## src/rtl/serial_adder_if.sv

```systemverilog
// Operand/result bundle for serial_adder.
// Handshake: the slave accepts start (with a/b) at any edge where busy=0. done pulses for one cycle when sum/carry_out update.
interface serial_adder_if #(
    parameter int WIDTH = 8
);
    logic             start;
    logic [WIDTH-1:0] a;
    logic [WIDTH-1:0] b;
    logic             busy;
    logic             done;
    logic [WIDTH-1:0] sum;
    logic             carry_out;
    logic             dbg_state;

    modport master (
        output start, a, b,
        input  busy, done, sum, carry_out, dbg_state
    );

    modport slave (
        input  start, a, b,
        output busy, done, sum, carry_out, dbg_state
    );
endinterface

```

## src/rtl/serial_adder.sv

```systemverilog
// Bit-serial unsigned adder: LSB-first, one bit per clock, through a full adder built from two half_adder cells.
// The result and carry-out are registered and held between completions.
module half_adder (
    input  logic i_a,
    input  logic i_b,
    output logic o_sum,
    output logic o_carry
);
    assign o_sum   = i_a ^ i_b;
    assign o_carry = i_a & i_b;
endmodule

module serial_adder #(
    parameter int WIDTH = 8
) (
    input  logic          clk,
    input  logic          rst,
    serial_adder_if.slave bus
);
    localparam int            CW     = (WIDTH > 1) ? $clog2(WIDTH) : 1;
    localparam logic [CW-1:0] LAST   = CW'(WIDTH - 1);
    localparam logic [0:0]    S_IDLE = 1'b0;
    localparam logic [0:0]    S_ADD  = 1'b1;

    logic [0:0]       r_state;
    logic [WIDTH-1:0] r_sa;
    logic [WIDTH-1:0] r_sb;
    logic [WIDTH-1:0] r_acc;
    logic [WIDTH-1:0] r_sum;
    logic [CW-1:0]    r_cnt;
    logic             r_c;
    logic             r_cout;
    logic             r_done;

    logic             w_s0;
    logic             w_c0;
    logic             w_s;
    logic             w_c1;
    logic             w_cn;
    logic [WIDTH-1:0] w_acc_next;

    half_adder u_ha0 (.i_a(r_sa[0]), .i_b(r_sb[0]), .o_sum(w_s0), .o_carry(w_c0));
    half_adder u_ha1 (.i_a(w_s0),    .i_b(r_c),     .o_sum(w_s),  .o_carry(w_c1));

    assign w_cn = w_c0 | w_c1;
    // New bit enters at the MSB; after WIDTH shifts the first bit has reached bit 0.
    assign w_acc_next = WIDTH'({w_s, r_acc} >> 1);

    always_ff @(posedge clk) begin
        if (rst) begin
            r_state <= S_IDLE;
            r_sa    <= '0;
            r_sb    <= '0;
            r_acc   <= '0;
            r_sum   <= '0;
            r_cnt   <= '0;
            r_c     <= 1'b0;
            r_cout  <= 1'b0;
            r_done  <= 1'b0;
        end else begin
            r_done <= 1'b0;
            case (r_state)
                S_IDLE: begin
                    if (bus.start) begin
                        r_sa    <= bus.a;
                        r_sb    <= bus.b;
                        r_acc   <= '0;
                        r_cnt   <= '0;
                        r_c     <= 1'b0;
                        r_state <= S_ADD;
                    end
                end
                S_ADD: begin
                    r_sa  <= r_sa >> 1;
                    r_sb  <= r_sb >> 1;
                    r_acc <= w_acc_next;
                    r_c   <= w_cn;
                    r_cnt <= r_cnt + CW'(1);
                    if (r_cnt == LAST) begin
                        r_sum   <= w_acc_next;
                        r_cout  <= w_cn;
                        r_done  <= 1'b1;
                        r_state <= S_IDLE;
                    end
                end
                default: r_state <= S_IDLE;
            endcase
        end
    end

    assign bus.busy      = (r_state == S_ADD);
    assign bus.done      = r_done;
    assign bus.sum       = r_sum;
    assign bus.carry_out = r_cout;
    assign bus.dbg_state = r_state;
endmodule

```

## src/flat_wrapper.sv

```systemverilog
// flat-port wrapper written by rule: the top's interface ports become plain ports
module serial_adder_flat 
#(
    parameter int WIDTH = 8
)
  (clk, rst, bus_start, bus_a, bus_b, bus_busy, bus_done, bus_sum, bus_carry_out, bus_dbg_state);
  serial_adder_if #(.WIDTH(WIDTH)) bus_i ();
  input  logic clk;
  input  logic rst;
  input wire logic [$bits(bus_i.start)-1:0] bus_start;
  input wire logic [$bits(bus_i.a)-1:0] bus_a;
  input wire logic [$bits(bus_i.b)-1:0] bus_b;
  output wire logic [$bits(bus_i.busy)-1:0] bus_busy;
  output wire logic [$bits(bus_i.done)-1:0] bus_done;
  output wire logic [$bits(bus_i.sum)-1:0] bus_sum;
  output wire logic [$bits(bus_i.carry_out)-1:0] bus_carry_out;
  output wire logic [$bits(bus_i.dbg_state)-1:0] bus_dbg_state;
  assign bus_i.start = bus_start;
  assign bus_i.a = bus_a;
  assign bus_i.b = bus_b;
  assign bus_busy = bus_i.busy;
  assign bus_done = bus_i.done;
  assign bus_sum = bus_i.sum;
  assign bus_carry_out = bus_i.carry_out;
  assign bus_dbg_state = bus_i.dbg_state;
  serial_adder #(.WIDTH(WIDTH)) u_core (.clk(clk), .rst(rst), .bus(bus_i));
endmodule
```

## config.mk

```make
export PLATFORM = sky130hd
export DESIGN_NAME = serial_adder_flat
export DESIGN_NICKNAME = d
export VERILOG_FILES = /design/src/rtl/serial_adder_if.sv /design/src/rtl/serial_adder.sv /design/src/flat_wrapper.sv
export SDC_FILE = /design/constraint.sdc
export NUM_CORES = 1
export LEC_CHECK = 0
export BUFFER_PORTS_ARGS = -buffer_cell sky130_fd_sc_hd__buf_2
export CORE_MARGIN = 2
export CORE_UTILIZATION = 42
export DETAILED_ROUTE_END_ITERATION = 8
export GPL_ROUTABILITY_DRIVEN = 0
export SLEW_MARGIN = 10
export SYNTH_ARGS = -nofsm -noshare
export SYNTH_HDL_FRONTEND = slang
export SYNTH_SLANG_ARGS = --single-unit
```

## constraint.sdc

```tcl
create_clock -name clk -period 2.9 [get_ports clk]
set_clock_uncertainty 0.2 [all_clocks]
set_input_delay 0.29 -clock clk [delete_from_list [all_inputs] [get_ports clk]]
set_output_delay 0.29 -clock clk [all_outputs]
set_load 0.005 [all_outputs]
```

* After elaboration in Yosys (flattened, before gate mapping) *
Index checks and enable logic that the tools add are counted.

word-level totals
  register bits after elaboration = 39
  bits of input ports = 19
  output and inout bits = 12

operators by class
  add/subtract/negate cells = 1
  equal/unequal tests = 2
  mux-type cells = 14
  bitwise operators = 6
  reductions and logical operators = 2

operators by type and width
  cell                   number
  $pmux W8 S2            3
  $mux W8                3
  $pmux W3 S2            1
  $mux W1                4
  $pmux W1 S2            2
  $add A3 B1 Y3 const B  1
  $eq A3 B3 Y1 const B   1
  $mux W3                1
  $and A1 B1 Y1          2
  $ne A2 B2 Y1 const B   1
  $reduce_and A2 Y1      1
  $reduce_or A2 Y1       1
  $xor A1 B1 Y1          2
  $not A1 Y1             1
  $or A1 B1 Y1           1

* Depth between registers and ports, before layout *
Gate-level depths: netlist of run 1.

  depth after elaboration = 4
  mapped depth = 5

* Modules after synthesis *
A second synthesis of run 1 with hierarchy kept.

second synthesis, totals
  cells, all modules = 170
  area, all modules = 1692.9 um^2

modules (own cells, without submodules)
  module        instances  cells an instance  area each (um^2)  sequential area each (um^2)
  serial_adder  1          168                1667.8            760.7
  half_adder    2          1                  12.5              0.0

* Worst setup path before layout of run 1 *
No wires, ideal clock.

  kind = reg2reg
  start = reg u_core.r_cnt[0]
  end = reg u_core.r_cout (netlist: u_core.bus.carry_out)
  setup time = 70 ps
  data arrival time = 1177 ps
  required time = 2630 ps
  path slack = 1452 ps
  cell stages (with the launch flop) = 6
  buffers on the path = 1
  clock period less this slack = 1448 ps
  cell sequence = dfxtp_1 -> ha_1 -> ha_1 -> clkbuf_1 -> a21bo_2 -> a21oi_1

between the ends
  longest elaborated chain between the ends = 2

RTL lines
  what                                line                RTL
  start: declaration                  serial_adder.sv:30  logic [CW-1:0] r_cnt;
  start signal: assignment            serial_adder.sv:78  r_cnt <= r_cnt + CW'(1);
  $eq A3 B3 Y1                        serial_adder.sv:79  if (r_cnt == LAST) begin
  $reduce_and A2 Y1 (no source line)  n/a
  end signal: assignment              serial_adder.sv:81  r_cout <= w_cn;
  end: declaration                    serial_adder.sv:32  logic r_cout;

Every way passes these cells.
A chain may end at the register's enable or synchronous reset.

* Worst setup path after layout of run 1 *
  start = reg u_core.r_state (netlist: u_core.bus.busy)
  end = reg u_core.r_sb[5]

between the ends
  longest elaborated chain between the ends = 2
  elaborated cells between the ends (all ways) = 3
  those cells by class = eq/ne: 1; mux: 1; bitwise: 1

RTL lines
  what                                                line                RTL
  start: declaration                                  serial_adder.sv:25  logic [0:0] r_state;
  start signal: assignment                            serial_adder.sv:51  r_state <= S_IDLE;
  start signal: assignment                            serial_adder.sv:70  r_state <= S_ADD;
  start signal: assignment                            serial_adder.sv:83  r_state <= S_IDLE;
  $not A1 Y1                                          serial_adder.sv:62  case (r_state)
  $pmux W8 S2 / $ne A2 B2 Y1 (equally long branches)  n/a
  end signal: assignment                              serial_adder.sv:66  r_sb <= bus.b;
  end signal: assignment                              serial_adder.sv:75  r_sb <= r_sb >> 1;
  end: declaration                                    serial_adder.sv:27  logic [WIDTH-1:0] r_sb;

Several ways; a longest one is shown, not always the timed one.

==> metrics.txt, run 1 <==
status completed; post-synth net total 191; Syn Area/Cell 9.854 um^2; Num Clock Sinks 38; pwr dens 582.9 mW/mm^2; setup violators final 0; Slew Limit Fails 0; post-synthesis adder-cell area fraction 2.705%; Worst-path clk slew roughly 0.07 ns; Die W 66.97 um; met1 WL 1.529 mm; first-pass GRT wire length 4.864 mm; Antenna Nets Post-Route 0; Port Buffer Count 30; clock tree buffer depth 2; GRT Util Overall 14.45%; IO Pins 31; Slew @ Worst Pin between 0.9 and 1 ns; P_leak just under 0.0008 uW; DRC violations left 0; Worst Setup End Kind flip-flop; Fillers 354; Period Utilization, post-route 70.43%; post_cts resized 0; total core area 0.003744 mm^2; Synth area leaders dfxtp_1 46%, mux2i_1 9.6%, a211oi_1 6.8%; PnR worst setup slack 0.8576 ns; initial antenna violation count 0; starting density of the core between 40% and 50%; clk_lat worst skew 0.29 ns; Post-Synthesis Cells 169; worst slack, placed 0.8969 ns; YS warnings 0; ys flop type dfxtp_1; total congestion overflow 0; DR iter-0 viols 54; class of the worst hold path input port to flip-flop; FMAX roughly 500 MHz; Post-Synth XOR/XNOR Area 0%; Hold-fix buffers, CTS 0; Period minus WS final between 2 and 2.5 ns; largest net degree at the start of global routing 63; final setup TNS 0 ns; Die Area 0.004485 mm^2; First-pass DRT Iterations 4; Commonest cells post-synth 38 x dfxtp_1, 20 x a21oi_1, 16 x mux2i_1; Pwr Total 1102 uW; Max-cap violations 0; complex-gate fraction of the synthesized area 18.18%; setup bufs post-CTS 0; number of flops mapped to enable cells by yosys 0; combinational family with the most area after synthesis compound AO/OA/AOI/OAI gates; Synth area leader dfxtp_1; met2 WL post-DR between 1 and 1.5 mm; crit path launch type flip-flop; Root Driver clkbuf_8; reg2reg path depth 2; Total Nets Final 211; final wirelength 2.978 mm; asr flop ratio synth 0%; WL/cell between 10 and 15 um; synthesis-to-finish area growth 13.52%; RSZ-0062 raised after global routing no; CTS tree built; vias in the first global route roughly 1100; WP data arrival 2.04 ns; final hold vios 0; CP required about 2.9 ns; dpl hpwl around 1.8 mm; Seq/Total Area, Yosys 45.68%; Via density 5.038; hold path depth 3; multiplexer share of the synthesized area 9.617%; layout cells sized above 1 25.40%; Diodes inserted 0; vias 1194; share of the synthesized area in the top cell type 45.68%; row count 22; Netlist cell types 22; cell area after synthesis ~0.0017 mm^2; Top Layer Used met4; worst-path maximum fanout 62; met3 wire len 120 um; critical path class flip-flop to flip-flop; Worst slew margin 38.88%; post-synthesis simple-gate area fraction between 10% and 20%; Peak supply drop 0.0003251 V; synthesized flop and latch total 38; die height 66.97 um; CTS Buf Count 5; # H-tree levels 2; count leader, synth dfxtp_1
-- area by class of cell --
cell class | count | area [um^2] | share of cell area [%]
Clock buffer | 6 | 82.58 | 4.368
Clock inverter | 1 | 30.03 | 1.588
Inverter | 1 | 3.754 | 0.1985
Multi-Input combinational cell | 113 | 802.0 | 42.42
Sequential cell | 38 | 762.0 | 40.30
Tap cell | 48 | 60.06 | 3.177
Timing Repair Buffer | 30 | 150.1 | 7.942
-- path summary, 6_finish.rpt --
check	start	endpoint	slack, ns
worst min-delay path	bus_b[7]	u_core.r_sb[7]	0.1
worst max-delay path	u_core.bus.busy	u_core.r_sb[5]	0.86
worst max register to register	u_core.bus.busy	u_core.r_sb[5]	0.86
worst min register to register	u_core.r_acc[1]	u_core.bus.sum[0]	0.27
-- where the power goes --
group | internal [uW] | switching [uW] | total [uW]
Combinational | 41.3 | 41.1 | 82.4
Sequential | 544 | 25.7 | 570
Clock | 275 | 175 | 450
Total | 861 | 241 | 1100
-- flip-flops by register name, indices dropped and copies added (netlist names) --
signal / flops
u_core.r_acc: 7
u_core.bus.sum: 8
u_core.r_cnt: 3
u_core.r_sb: 8
u_core.r_c: 1
u_core.r_sa: 8
u_core.bus.carry_out: 1
u_core.bus.busy: 1
u_core.bus.done: 1
-- kinds of logic (layout without fill, tap and decap cells) --
logic type,count (synthesis),in the layout
AOI/OAI and AO/OA,44,44
adders and majority gates,3,3
buffers and inverters,18,38
DFF,38,38
muxes,16,16
and+or+nand+nor,50,50
-- worst max-delay path, cell delays in order, from the launching register on --
cell and delay [ns]:
dfxtp_2 0.94, inv_1 0.48, a211oi_1 0.33
-- stage by stage --
stage | utilization [%] | area (um^2) | hold WS [ns] | std cells
floorplan | - | 1665 | 0.2382 | 169
global placement | 47.49 | 1778 | 0.2526 | 230
detailed placement | 47.49 | 1778 | 0.2586 | 230
CTS | 50.50 | 1891 | 0.1010 | 237
global route | 50.50 | 1891 | 0.1420 | 237
finish | 50.50 | 1891 | 0.09895 | 237
-- routing by layer --
| metal | vias up | GRT usage (%) |
|---|---|---|
| met3 | 6 | 4.054 |
| met1 | 534 | 19.69 |
| li1 | 634 | - |
| met5 | - | 0 |
| met2 | 20 | 20.88 |
| met4 | 0 | 6.888 |
-- layout by cell type (no fill, tap or decap), drive strengths merged --
cell     n
dfxtp   38
or3b    11
clkbuf   6
nor2     2
nand3    9
mux2i   16
nor3     2
nand2b   1
a21bo    9
buf     30
a21oi   20
inv      1
a211oi  15
fa       1
bufinv   1
nor2b   14
ha       2
nand2   11
(Power assumes the default switching activity.)
==> inputs of run 2 (changes only) <==
- clock period: 2.9 -> 1.9 ns (I/O delays scaled with it)
==> metrics.txt, run 2 (synthesis gave the netlist of run 1 again) <==
Period Utilization, post-route 92.39%; Antenna Nets Post-Route 0; Die W 66.97 um; final hold vios 0; IO Pins 31; grt met3 use 5.068%; register area 762.0 um^2; Critical Path Max Stage Delay 0.60 ns; clk_lat worst skew 0.28 ns; die height 66.97 um; hold path start bus_a[7]; hold path depth 3; Num Clock Sinks 38; Critical Path, Cell by Cell ha_1 > ha_1 > a21bo_2 > a21oi_1; Total Nets Final 215; Slew Limit Fails 0; Worst path slowest cell ha_1; Critical path buffers and inverters 0; Peak supply drop ~0.0005 V; worst-path maximum fanout 20; pwr dens about 800 mW/mm^2; clock tree buffer depth 2; WHS 0.008503 ns; setup bufs post-CTS 0; CTS Buf Count 5; final wirelength ~3.2 mm; starting density of the core 44.49%; Worst slew margin 53.82%; Max-cap violations 0; critical path class flip-flop to flip-flop; CTS tree built; r2r setup slk between 0.1 and 0.15 ns; vias in the first global route 1232; status completed; fin cells 241; Via density roughly 5.2; final setup TNS 0 ns; P_leak 0.0007769 uW; class of the worst hold path input port to flip-flop; GR Util met2 24.75%; Root Driver clkbuf_8; initial antenna violation count 0; crit path launch type flip-flop; setup violators final 0; met1 Track Usage GR a little over a fifth; commonest non-fill, non-tap cell in the layout dfxtp_1; layout cells sized above 1 25.39%; dpl cells 233; GRT Util Overall 15.96%; crit path from u_core.r_cnt[0]; RSZ-0062 raised after global routing no; Diodes inserted 0; Worst path most repeated cell ha_1; reg2reg path depth 4; Multi-input gate area 802.0 um^2; synthesis-to-finish area growth 13.30%; largest net degree at the start of global routing 39; peak-usage layer in the global routing report met2; # H-tree levels 2; WL/cell 13.16 um; Worst Hold End u_core.r_sa[7]; first-pass GRT wire length approximately 5.4 mm; Period minus WS final roughly 1.8 ns; WP data arrival 1.69 ns; row count 22; total congestion overflow 0; DRC violations left 0; most frequent cells in the layout 37 x dfxtp_1, 30 x buf_2, 20 x a21oi_1, 16 x mux2i_1, 15 x a211oi_1; Worst Setup End Kind flip-flop; Die Area 0.004485 mm^2; Fillers 376; vias 1246; cell family with most CP delay adder cells; First-pass DRT Iterations 4; final core utilization roughly half; total core area 0.003744 mm^2; FF-to-FF End u_core.bus.sum[6]; Port Buffer Count 30; dpl hpwl 2.060 mm; Reg-to-Reg Start u_core.r_cnt[0]; Pwr Total 1508 uW; FMAX 569.6 MHz; Slew @ Worst Pin about 0.69 ns; Worst-path clk slew 0.07 ns; CP required 1.83 ns; DR iter-0 viols 78
==> run 2: cell types whose count changed in the layout (fill, tap and decap cells not counted), sizes merged <==
cell | before | now
buf | 30 | 33
bufinv | 1 | 0
clkbuf | 6 | 7
dlygate4sd3 | 0 | 1
==> run 2: final cells by class <==
| class | count | area share, % |
|---|---|---|
| Clock buffer | 7 | 4.045 |
| Multi-Input combinational cell | 113 | 42.51 |
| Tap cell | 48 | 3.183 |
| Sequential cell | 38 | 40.38 |
| Timing Repair Buffer | 34 | 9.682 |
| Inverter | 1 | 0.1989 |
==> run 2: how the worst max path moves through the flow <==
stage | to | slack [ns] | cells after the start
after floorplan | u_core.bus.carry_out | 0.45 | 5
after global placement | u_core.bus.sum[2] | 0.25 | 4
after detailed placement | u_core.bus.sum[6] | 0.14 | 4
after CTS | u_core.bus.sum[6] | 0.12 | 4
after global routing | u_core.bus.sum[3] | 0.008 | 4
final | u_core.bus.sum[6] | 0.14 | 4
==> run 2: timing repair <==
item                                   in CTS  in global routing
gates resized for setup                     0                  0
endpoints found under the hold margin       1                  0
hold buffers                                1                  0
==> run 2: per-layer routing <==
metal  wire, um  vias to the layer above
li1           -                      639
met1       1599                      582
met2       1402                       20
met3        126                        5
met4         42                        0
met5          0                        -
==> run 2: report_power, final <==
group | switching, uW | leakage [uW] | total [uW] | internal (uW)
Clock | 250 | 0.0000383 | 503 | 252
Sequential | 25.4 | 0.000311 | 856 | 831
Combinational | 79.5 | 0.000428 | 149 | 69.7
Total | 355 | 0.000777 | 1510 | 1150
==> run 2: tightest hold or removal path: cells and delay by family <==
kind / cells / cell delay, ns
muxes: 1 / 0.06
buffers and inverters: 1 / 0.07
and+or+nand+nor: 1 / 0.12
==> run 2: stage by stage <==
stage,area (um^2),setup WS [ns]
floorplan,1665,0.4521
global placement,1800,0.2474
detailed placement,1800,0.1398
CTS,1887,0.1189
global route,1887,0.008210
finish,1887,0.1445
==> inputs of run 3 (changes only) <==
- CORE_MARGIN: 2 -> 10
- HOLD_SLACK_MARGIN: unset -> 0.02
- PLACE_DENSITY: unset -> 0.66
- clock period: 1.9 -> 1.5 ns (I/O delays scaled with it)
==> metrics.txt, run 3 (synthesis gave the netlist of run 1 again) <==
Pwr Total 2020 uW; Critical Path Max Stage Delay about 0.34 ns; Via density 5.071; dpl cells 236; Period Utilization, post-route 94.16%; # H-tree levels 2; Worst Setup End Kind flip-flop; Diodes inserted 0; GRT Util Overall under 10%; Peak supply drop 0.0004795 V; DR iter-0 viols roughly 110; total core area 0.003744 mm^2; Critical path buffers and inverters 1; Critical Path, Cell by Cell ha_2 > ha_4 > buf_4 > nand3_1 > a21oi_2; Die Area just under 0.007 mm^2; critical path class flip-flop to flip-flop; commonest non-fill, non-tap cell in the layout dfxtp_1; WP data arrival 1.43 ns; Slew @ Worst Pin 0.6773 ns; FMAX 708.0 MHz; status completed; Root Driver clkbuf_8; cell family with most CP delay adder cells; GR Util met2 15.22%; Total Nets Final 228; layout cells sized above 1 27.54%; WL/cell 13.49 um; RSZ-0062 raised after global routing yes; final wirelength 3.439 mm; P_leak 0.0008471 uW; worst slack, placed -0.2139 ns; starting density of the core around 44%; setup violators final 0; Num Clock Sinks 38; vias in the first global route 1252; met1 Track Usage GR 11.97%; crit path launch type flip-flop; most frequent cells in the layout 37 x dfxtp_1, 30 x buf_2, 19 x a21oi_1, 16 x mux2i_1, 15 x a211oi_1; WHS 0.02053 ns; CP required 1.52 ns; vias 1293; CTS Buf Count 5; first-pass GRT wire length about 5.9 mm; total congestion overflow 0; CTS tree built; First-pass DRT Iterations 4; peak-usage layer in the global routing report met2; worst-path maximum fanout 18; clock tree buffer depth 2; Period minus WS final 1.412 ns; IO Pins 31; setup bufs post-CTS 0; final hold vios 0; initial antenna violation count 0; Slew Limit Fails 0; dpl hpwl 2.334 mm; PnR worst setup slack 0.08753 ns; synthesis-to-finish area growth 24.19%; die height 82.97 um; pwr dens 976.8 mW/mm^2; class of the worst hold path input port to flip-flop; row count 22; fin cells 255; Port Buffer Count 30; Max-cap violations 0; Worst-path clk slew 0.07 ns; Die W roughly 83 um; Worst slew margin 54.85%; Antenna Nets Post-Route 0; grt met3 use 3.320%; DRC violations left 0; clk_lat worst skew 0.29 ns; largest net degree at the start of global routing 39; Worst path slowest cell dfxtp_1
run 3: metal layers:
layer  part of all wire [%]  wire, um  vias up
met2                     47      1605       24
li1                       -         -      671
met3                    5.1       174        7
met5                      0         0        -
met4                    1.7        57        0
met1                     47      1602      591
run 3: layout make-up:
class / count / area (um^2)
inverter: 1 / 3.754
clock inverter: 1 / 5.005
multi-input combinational: 113 / 820.8
tap: 48 / 60.06
fill: 360 / 1675
timing repair buffer: 47 / 330.3
sequential: 38 / 762.0
clock buffer: 7 / 86.33
run 3: worst paths after layout:
kind | from | endpoint | slack, ns | depth (start not counted)
setup / recovery | u_core.r_cnt[1] | u_core.bus.sum[3] | 0.09 | 5
hold reg to reg | u_core.r_acc[3] | u_core.r_acc[2] | 0.27 | 2
setup reg to reg | u_core.r_cnt[1] | u_core.bus.sum[3] | 0.09 | 5
hold / removal | bus_a[4] | u_core.r_sa[4] | 0.02 | 3
run 3: tightest hold or removal path: cells and delay by family:
| family | cells | cell delay (ns) |
|---|---|---|
| muxes | 1 | 0.13 |
| buffers and inverters | 1 | 0.10 |
| AOI/OAI and AO/OA | 1 | 0.08 |
run 3: timing repair:
action                     4_1_cts  5_1_grt
hold endpoints to repair        11        0
resized for setup                2        3
hold buffers                    11        0
setup endpoints to repair       11        7
pin swaps                        0        0
gates cloned                     0        0
run 3: power breakdown:
group / internal, uW / switching [uW] / leakage, uW / total, uW
clock: 371 / 344 / 0.0000482 / 715
combinational: 115 / 113 / 0.000488 / 228
sequential: 1050 / 25.4 / 0.000311 / 1080
total: 1540 / 482 / 0.000847 / 2020
run 3: through the flow:
step | setup TNS [ns] | area, um^2 | util (%)
global placement | -1.114 | 1847 | 49.33
CTS | 0 | 2061 | 55.05
detailed placement | -1.659 | 1847 | 49.33
floorplan | 0 | 1665 | -
finish | 0 | 2068 | 55.25
global route | -0.05985 | 2068 | 55.25
